[src/rtl/mem_stage.sv]
// RV32I memory-access stage: ALU pass-through, loads/stores over req/gnt/rvalid, load sizing and extension.
// Latency: 1 cycle for non-memory ops and faults, at least 2 cycles for stores, at least 3 for loads.
// Backpressure: in_ready drops while a memory transaction is outstanding; write-back never stalls.
module mem_stage #(
   parameter int unsigned TIMEOUT = 255
) (
   input  logic        clk,
   input  logic        rst_n,
   input  logic        in_valid,
   output logic        in_ready,
   input  logic [31:0] in_alu_result,
   input  logic [31:0] in_store_data,
   input  logic [2:0]  in_funct3,
   input  logic        in_mem_read,
   input  logic        in_mem_write,
   input  logic [4:0]  in_rd,
   input  logic        in_reg_write,
   output logic        dmem_req,
   output logic        dmem_we,
   output logic [31:0] dmem_addr,
   output logic [3:0]  dmem_wstrb,
   output logic [31:0] dmem_wdata,
   input  logic        dmem_gnt,
   input  logic        dmem_rvalid,
   input  logic [31:0] dmem_rdata,
   output logic        out_valid,
   output logic [31:0] out_data,
   output logic [4:0]  out_rd,
   output logic        out_reg_write,
   output logic        out_err
);

   typedef enum logic [1:0] {IDLE, REQ, RESP} state_t;

   // Last count value before a stalled wait is abandoned.
   localparam logic [15:0] CNT_LAST = 16'(TIMEOUT - 1);

   state_t      state;
   logic [31:0] addr_q;
   logic [31:0] wdata_q;
   logic [2:0]  funct3_q;
   logic        we_q;
   logic [4:0]  rd_q;
   logic        reg_write_q;
   logic [15:0] cnt;
   logic [31:0] load_val;
   logic [31:0] rdata_shift;
   logic        req_we;

   // Size/alignment legality of an incoming memory op; BU/HU exist only for loads.
   function automatic logic access_ok(input logic [2:0] f3, input logic wr, input logic [1:0] a);
      logic ok;
      case (f3)
         3'b000:  ok = 1'b1;
         3'b001:  ok = ~a[0];
         3'b010:  ok = (a == 2'b00);
         3'b100:  ok = ~wr;
         3'b101:  ok = ~wr & ~a[0];
         default: ok = 1'b0;
      endcase
      return ok;
   endfunction

   assign in_ready  = (state == IDLE);
   assign dmem_req  = (state == REQ);
   assign req_we    = dmem_req & we_q;
   assign dmem_we   = req_we;
   assign dmem_addr = dmem_req ? {addr_q[31:2], 2'b00} : 32'h0;

   // Byte enables and lane-replicated store data, only while a store request is up.
   always_comb begin
      dmem_wstrb = 4'b0000;
      dmem_wdata = 32'h0;
      if (req_we) begin
         case (funct3_q[1:0])
            2'b00: begin
               dmem_wstrb = 4'b0001 << addr_q[1:0];
               dmem_wdata = {4{wdata_q[7:0]}};
            end
            2'b01: begin
               dmem_wstrb = 4'b0011 << addr_q[1:0];
               dmem_wdata = {2{wdata_q[15:0]}};
            end
            default: begin
               dmem_wstrb = 4'b1111;
               dmem_wdata = wdata_q;
            end
         endcase
      end
   end

   // Pick the addressed byte/half out of the returned word and extend it.
   always_comb begin
      rdata_shift = dmem_rdata >> {addr_q[1:0], 3'b000};
      case (funct3_q)
         3'b000:  load_val = {{24{rdata_shift[7]}}, rdata_shift[7:0]};
         3'b001:  load_val = {{16{rdata_shift[15]}}, rdata_shift[15:0]};
         3'b100:  load_val = {24'h0, rdata_shift[7:0]};
         3'b101:  load_val = {16'h0, rdata_shift[15:0]};
         default: load_val = dmem_rdata;
      endcase
   end

   // Control FSM, latched request and registered write-back outputs.
   always_ff @(posedge clk or negedge rst_n) begin
      if (!rst_n) begin
         state         <= IDLE;
         addr_q        <= 32'h0;
         wdata_q       <= 32'h0;
         funct3_q      <= 3'b000;
         we_q          <= 1'b0;
         rd_q          <= 5'd0;
         reg_write_q   <= 1'b0;
         cnt           <= 16'd0;
         out_valid     <= 1'b0;
         out_data      <= 32'h0;
         out_rd        <= 5'd0;
         out_reg_write <= 1'b0;
         out_err       <= 1'b0;
      end else begin
         out_valid <= 1'b0;
         out_err   <= 1'b0;
         case (state)
            IDLE: begin
               if (in_valid) begin
                  addr_q      <= in_alu_result;
                  wdata_q     <= in_store_data;
                  funct3_q    <= in_funct3;
                  we_q        <= in_mem_write;
                  rd_q        <= in_rd;
                  reg_write_q <= in_reg_write;
                  cnt         <= 16'd0;
                  out_rd      <= in_rd;
                  out_data    <= in_alu_result;
                  if (!in_mem_read && !in_mem_write) begin
                     out_valid     <= 1'b1;
                     out_reg_write <= in_reg_write;
                  end else if (!access_ok(in_funct3, in_mem_write, in_alu_result[1:0])) begin
                     // Faulting access never reaches memory; report the address.
                     out_valid     <= 1'b1;
                     out_err       <= 1'b1;
                     out_reg_write <= 1'b0;
                  end else begin
                     state <= REQ;
                  end
               end
            end
            REQ: begin
               if (dmem_gnt) begin
                  cnt <= 16'd0;
                  if (we_q) begin
                     out_valid     <= 1'b1;
                     out_data      <= addr_q;
                     out_rd        <= rd_q;
                     out_reg_write <= 1'b0;
                     state         <= IDLE;
                  end else begin
                     state <= RESP;
                  end
               end else if (cnt == CNT_LAST) begin
                  out_valid     <= 1'b1;
                  out_err       <= 1'b1;
                  out_data      <= addr_q;
                  out_rd        <= rd_q;
                  out_reg_write <= 1'b0;
                  state         <= IDLE;
               end else begin
                  cnt <= cnt + 16'd1;
               end
            end
            RESP: begin
               if (dmem_rvalid) begin
                  out_valid     <= 1'b1;
                  out_data      <= load_val;
                  out_rd        <= rd_q;
                  out_reg_write <= reg_write_q;
                  state         <= IDLE;
               end else if (cnt == CNT_LAST) begin
                  out_valid     <= 1'b1;
                  out_err       <= 1'b1;
                  out_data      <= addr_q;
                  out_rd        <= rd_q;
                  out_reg_write <= 1'b0;
                  state         <= IDLE;
               end else begin
                  cnt <= cnt + 16'd1;
               end
            end
            default: state <= IDLE;
         endcase
      end
   end

endmodule

[config.mk]
export PLATFORM = sky130hd
export DESIGN_NAME = mem_stage
export DESIGN_NICKNAME = d
export VERILOG_FILES = /design/src/rtl/mem_stage.sv
export SDC_FILE = /design/constraint.sdc
export NUM_CORES = 1
export LEC_CHECK = 0
export BUFFER_PORTS_ARGS = -buffer_cell sky130_fd_sc_hd__buf_2
export CELL_PAD_IN_SITES_DETAIL_PLACEMENT = 1
export CELL_PAD_IN_SITES_GLOBAL_PLACEMENT = 2
export CORE_MARGIN = 2
export CORE_UTILIZATION = 30
export CTS_CLUSTER_SIZE = 24
export DETAILED_ROUTE_END_ITERATION = 6
export GPL_ROUTABILITY_DRIVEN = 0
export PLACE_DENSITY_LB_ADDON = 0.25
export SLEW_MARGIN = 20
export SYNTH_ARGS = -nofsm -noshare
export SYNTH_HDL_FRONTEND = slang
export SYNTH_SLANG_ARGS = --single-unit
[constraint.sdc]
create_clock -name clk -period 3.15 [get_ports clk]
set_input_delay 0.315 -clock clk [delete_from_list [all_inputs] [get_ports clk]]
set_output_delay 0.315 -clock clk [all_outputs]
set_load 0.02 [all_outputs]
==> flow_summary.yaml <==
status:
  outcome: "completed"
synthesis:
  netlist_top_cells_area: "dfrtp_1, mux2_2, mux2i_1"
  synth-seq-cells: 132
  synth_common_cells: "dfrtp_1, mux2_2, nor2_1"
  yosysWarnings: 0
  netlist_area_mm2: 0.00783
  synth_cells: 804
  ys.flop_type: "dfrtp_1"
  synth_most_common_cell: "dfrtp_1"
  postSynthAreaPerCell_um2: 9.74
  synthDistinctLibCells: 65
  async_flop_share: 1.00
  yosysTopAreaCell: "dfrtp_1"
  synth_edf_count: 0
  synth_top_cell_area_share: 0.422
  yosysSeqAreaShare: 0.422
final_layout:
  instances_no_fill: 1344
  layout-drive-gt1-share: 0.371
  area_delta_synth_final_pct: 26.5
  fillers: 3050
  nNetsFinal: 1114
  antenna_cells: 0
sta:
  skew_ns: 0.0104
  hold_violations: 0
  slew_headroom: 0.266
  setup_viol_count_final: 0
  tightest_slew_ns: 1.10
  min_period_over_period: 0.907
  rsz0062_at_grt: "no"
  fmax_ghz: 0.350
  fin_setup_tns_ns: 0
  slew_viol_final: 0
  period_needed_ns: 2.86
clock_network:
  clk_latency_ns: 0.43
  cts_buffer_depth: 2
  clk_pin_slew_worst_paths_ns: 0.07
  root_buffer: "clkbuf_16"
  numClockSinks: 132
  cts_tree: "done"
  cts_resized: 0
  cts_made_buffers: 17
  htreeDepth: 4
grt:
  antenna_found_initial: 1
  grt_overflow: 0
  track_usage: 0.208
  grt_pass1_wl_um: 42800
  grt_max_degree: 81
  grt_pass1_vias: 7187
power_and_ir_drop:
  switching_share: 0.440
  p_seq_frac: 0.305
  ir_worst_vdd_uv: 354
  p_comb_frac: 0.476
  powerDensity_mw_per_mm2: 1050
  p_switching_mw: 4.59
  intPower_mw: 5.84
  p_clk_frac: 0.218
  power.total_mw: 10.4
  p_leak_nw: 4.55
die:
  initial_utilization: 0.303
  core_area_mm2: 0.0258
  ios: 223
  rows: 59
  die-width_um: 166
  die_h_um: 166
  die_area_mm2: 0.0274
routing:
  wl_per_cell_um: 21.1
  routed_wl_um: 28300
  drc: 0
  dr.first_iter.drc_count: 398
  drt_first_pass_iters: 5
  ant_nets: 0
  viasPerCell: 5.23
  vias: 7033
setup_path:
  rr_startpoint: "state[0]$_DFFE_PN0P_"
  worst-setup-path-type: "reg2out"
  critPathBufInv: 5
  cp_top_family: "buffers and inverters"
  required_ns: 2.83
  path_cells: "inv_1, ha_1, buf_4, nand2_1, buf_4, inv_1, o31ai_1, nor2_1, buf_2"
  cp_slowest_cell: "buf_4"
  reg2reg_to: "out_data[31]$_DFFE_PN0P_"
  rrSetupSlack_ns: 0.47
  cp.arrival_ns: 2.54
  cp-start-kind: "flip-flop"
  rr_worst_depth: 7
  slowest_delay_ns: 0.44
  crit_fanout: 44
  critPathCaptureType: "output port"
placement:
  dpl.cell_count: 1311
  hpwl_um: 20300
  io_buffers: 220
min_path:
  whs_path_depth: 2
  hold_start: "in_store_data[6]"
  min_to: "wdata_q[6]$_DFFE_PN0P_"
  holdCritPathClass: "in2reg"
job:
  maxCapViolCount: 0
==> metal layers <==
metal / track usage / part of all wire / up-vias
li1: - / - / 3308
met1: 0.285 / 0.46 / 3520
met2: 0.331 / 0.47 / 172
met3: 0.0422 / 0.052 / 31
met4: 0.0580 / 0.016 / 2
met5: 0 / 0.00046 / -
==> kinds of logic (layout without fill, tap and decap cells) <==
group / count (synthesis) / count (layout) / share of synthesized area
adder cells (fa/ha/maj): 6 / 6 / 0.00958
other: 1 / 2 / 0.000479
multiplexers: 107 / 107 / 0.148
flip-flops: 132 / 132 / 0.422
buffers and inverters: 82 / 286 / 0.0466
XOR/XNOR: 12 / 12 / 0.0134
AND/OR/NAND/NOR: 255 / 255 / 0.177
AO/OA/AOI/OAI: 209 / 209 / 0.183
==> layout make-up <==
cell class,count,area [µm²],share of cell area
Clock inverter,14,223,0.0225
Tap cell,335,419,0.0423
Inverter,17,63.8,0.00644
Sequential cell,132,3300,0.333
Timing Repair Buffer,237,1290,0.130
Multi-Input combinational cell,591,4180,0.422
Clock buffer,18,429,0.0433
==> through the flow <==
| stage | instance area [µm²] | worst slack [ns] | utilization | hold WS, ns |
|---|---|---|---|---|
| 2_1_floorplan | 7840 | 0.923 | - | 0.0194 |
| 3_3_place_gp | 9250 | 0.600 | 0.358 | 0.312 |
| 3_5_place_dp | 9250 | 0.494 | 0.358 | 0.315 |
| 4_1_cts | 9910 | 0.267 | 0.384 | 0.0972 |
| 5_1_grt | 9910 | 0.143 | 0.384 | 0.100 |
| 6_report | 9910 | 0.295 | 0.384 | 0.109 |
==> state kept, by name, indices dropped and copies added (netlist names), 2 cells and up <==
signal    cells
addr_q       32
out_data     32
wdata_q      32
cnt          16
out_rd        5
rd_q          5
funct3_q      3
state         2
==> placed cells by master (no fill, tap or decap), drive strengths merged, types with 11 or more instances in the layout <==
cell | netlist | final
a21oi | 58 | 58
a22oi | 14 | 14
and2 | 35 | 35
and3 | 25 | 25
buf | 27 | 236
clkbuf | 38 | 18
dfrtp | 132 | 132
inv | 17 | 21
mux2 | 71 | 71
mux2i | 36 | 36
nand2 | 38 | 38
nand2b | 14 | 14
nand4 | 18 | 18
nor2 | 56 | 56
nor2b | 13 | 13
o21ai | 58 | 58
or3 | 27 | 27
xor2 | 11 | 11
==> worst max-delay path by stage <==
stage | start | to | slack [ns] | cells after the start
finish | state[1]$_DFFE_PN0P_ | dmem_wstrb[3] | 0.29 | 9
global placement | addr_q[1]$_DFFE_PN0P_ | out_data[17]$_DFFE_PN0P_ | 0.60 | 5
CTS | state[1]$_DFFE_PN0P_ | dmem_wstrb[1] | 0.27 | 9
global route | state[1]$_DFFE_PN0P_ | dmem_wstrb[3] | 0.14 | 9
floorplan | state[0]$_DFFE_PN0P_ | out_data[12]$_DFFE_PN0P_ | 0.92 | 8
detailed placement | state[0]$_DFFE_PN0P_ | out_data[31]$_DFFE_PN0P_ | 0.49 | 7
==> power groups by stage <==
| stage | Combinational, mW | Clock [mW] | Sequential (mW) |
|---|---|---|---|
| after floorplan | 3.29 | 0 | 3.19 |
| after global placement | 4.97 | 0 | 3.18 |
| after detailed placement | 5.03 | 0 | 3.20 |
| after CTS | 5.05 | 2.32 | 3.17 |
| after global routing | 5.45 | 2.39 | 3.29 |
| final | 4.97 | 2.28 | 3.18 |
==> repair_timing <==
action                                 in CTS  in global routing
hold buffers                                1                  0
endpoints found under the hold margin      52                  0
buffers inserted                            0                  0
No activity file was read; power rests on OpenSTA's default activity.
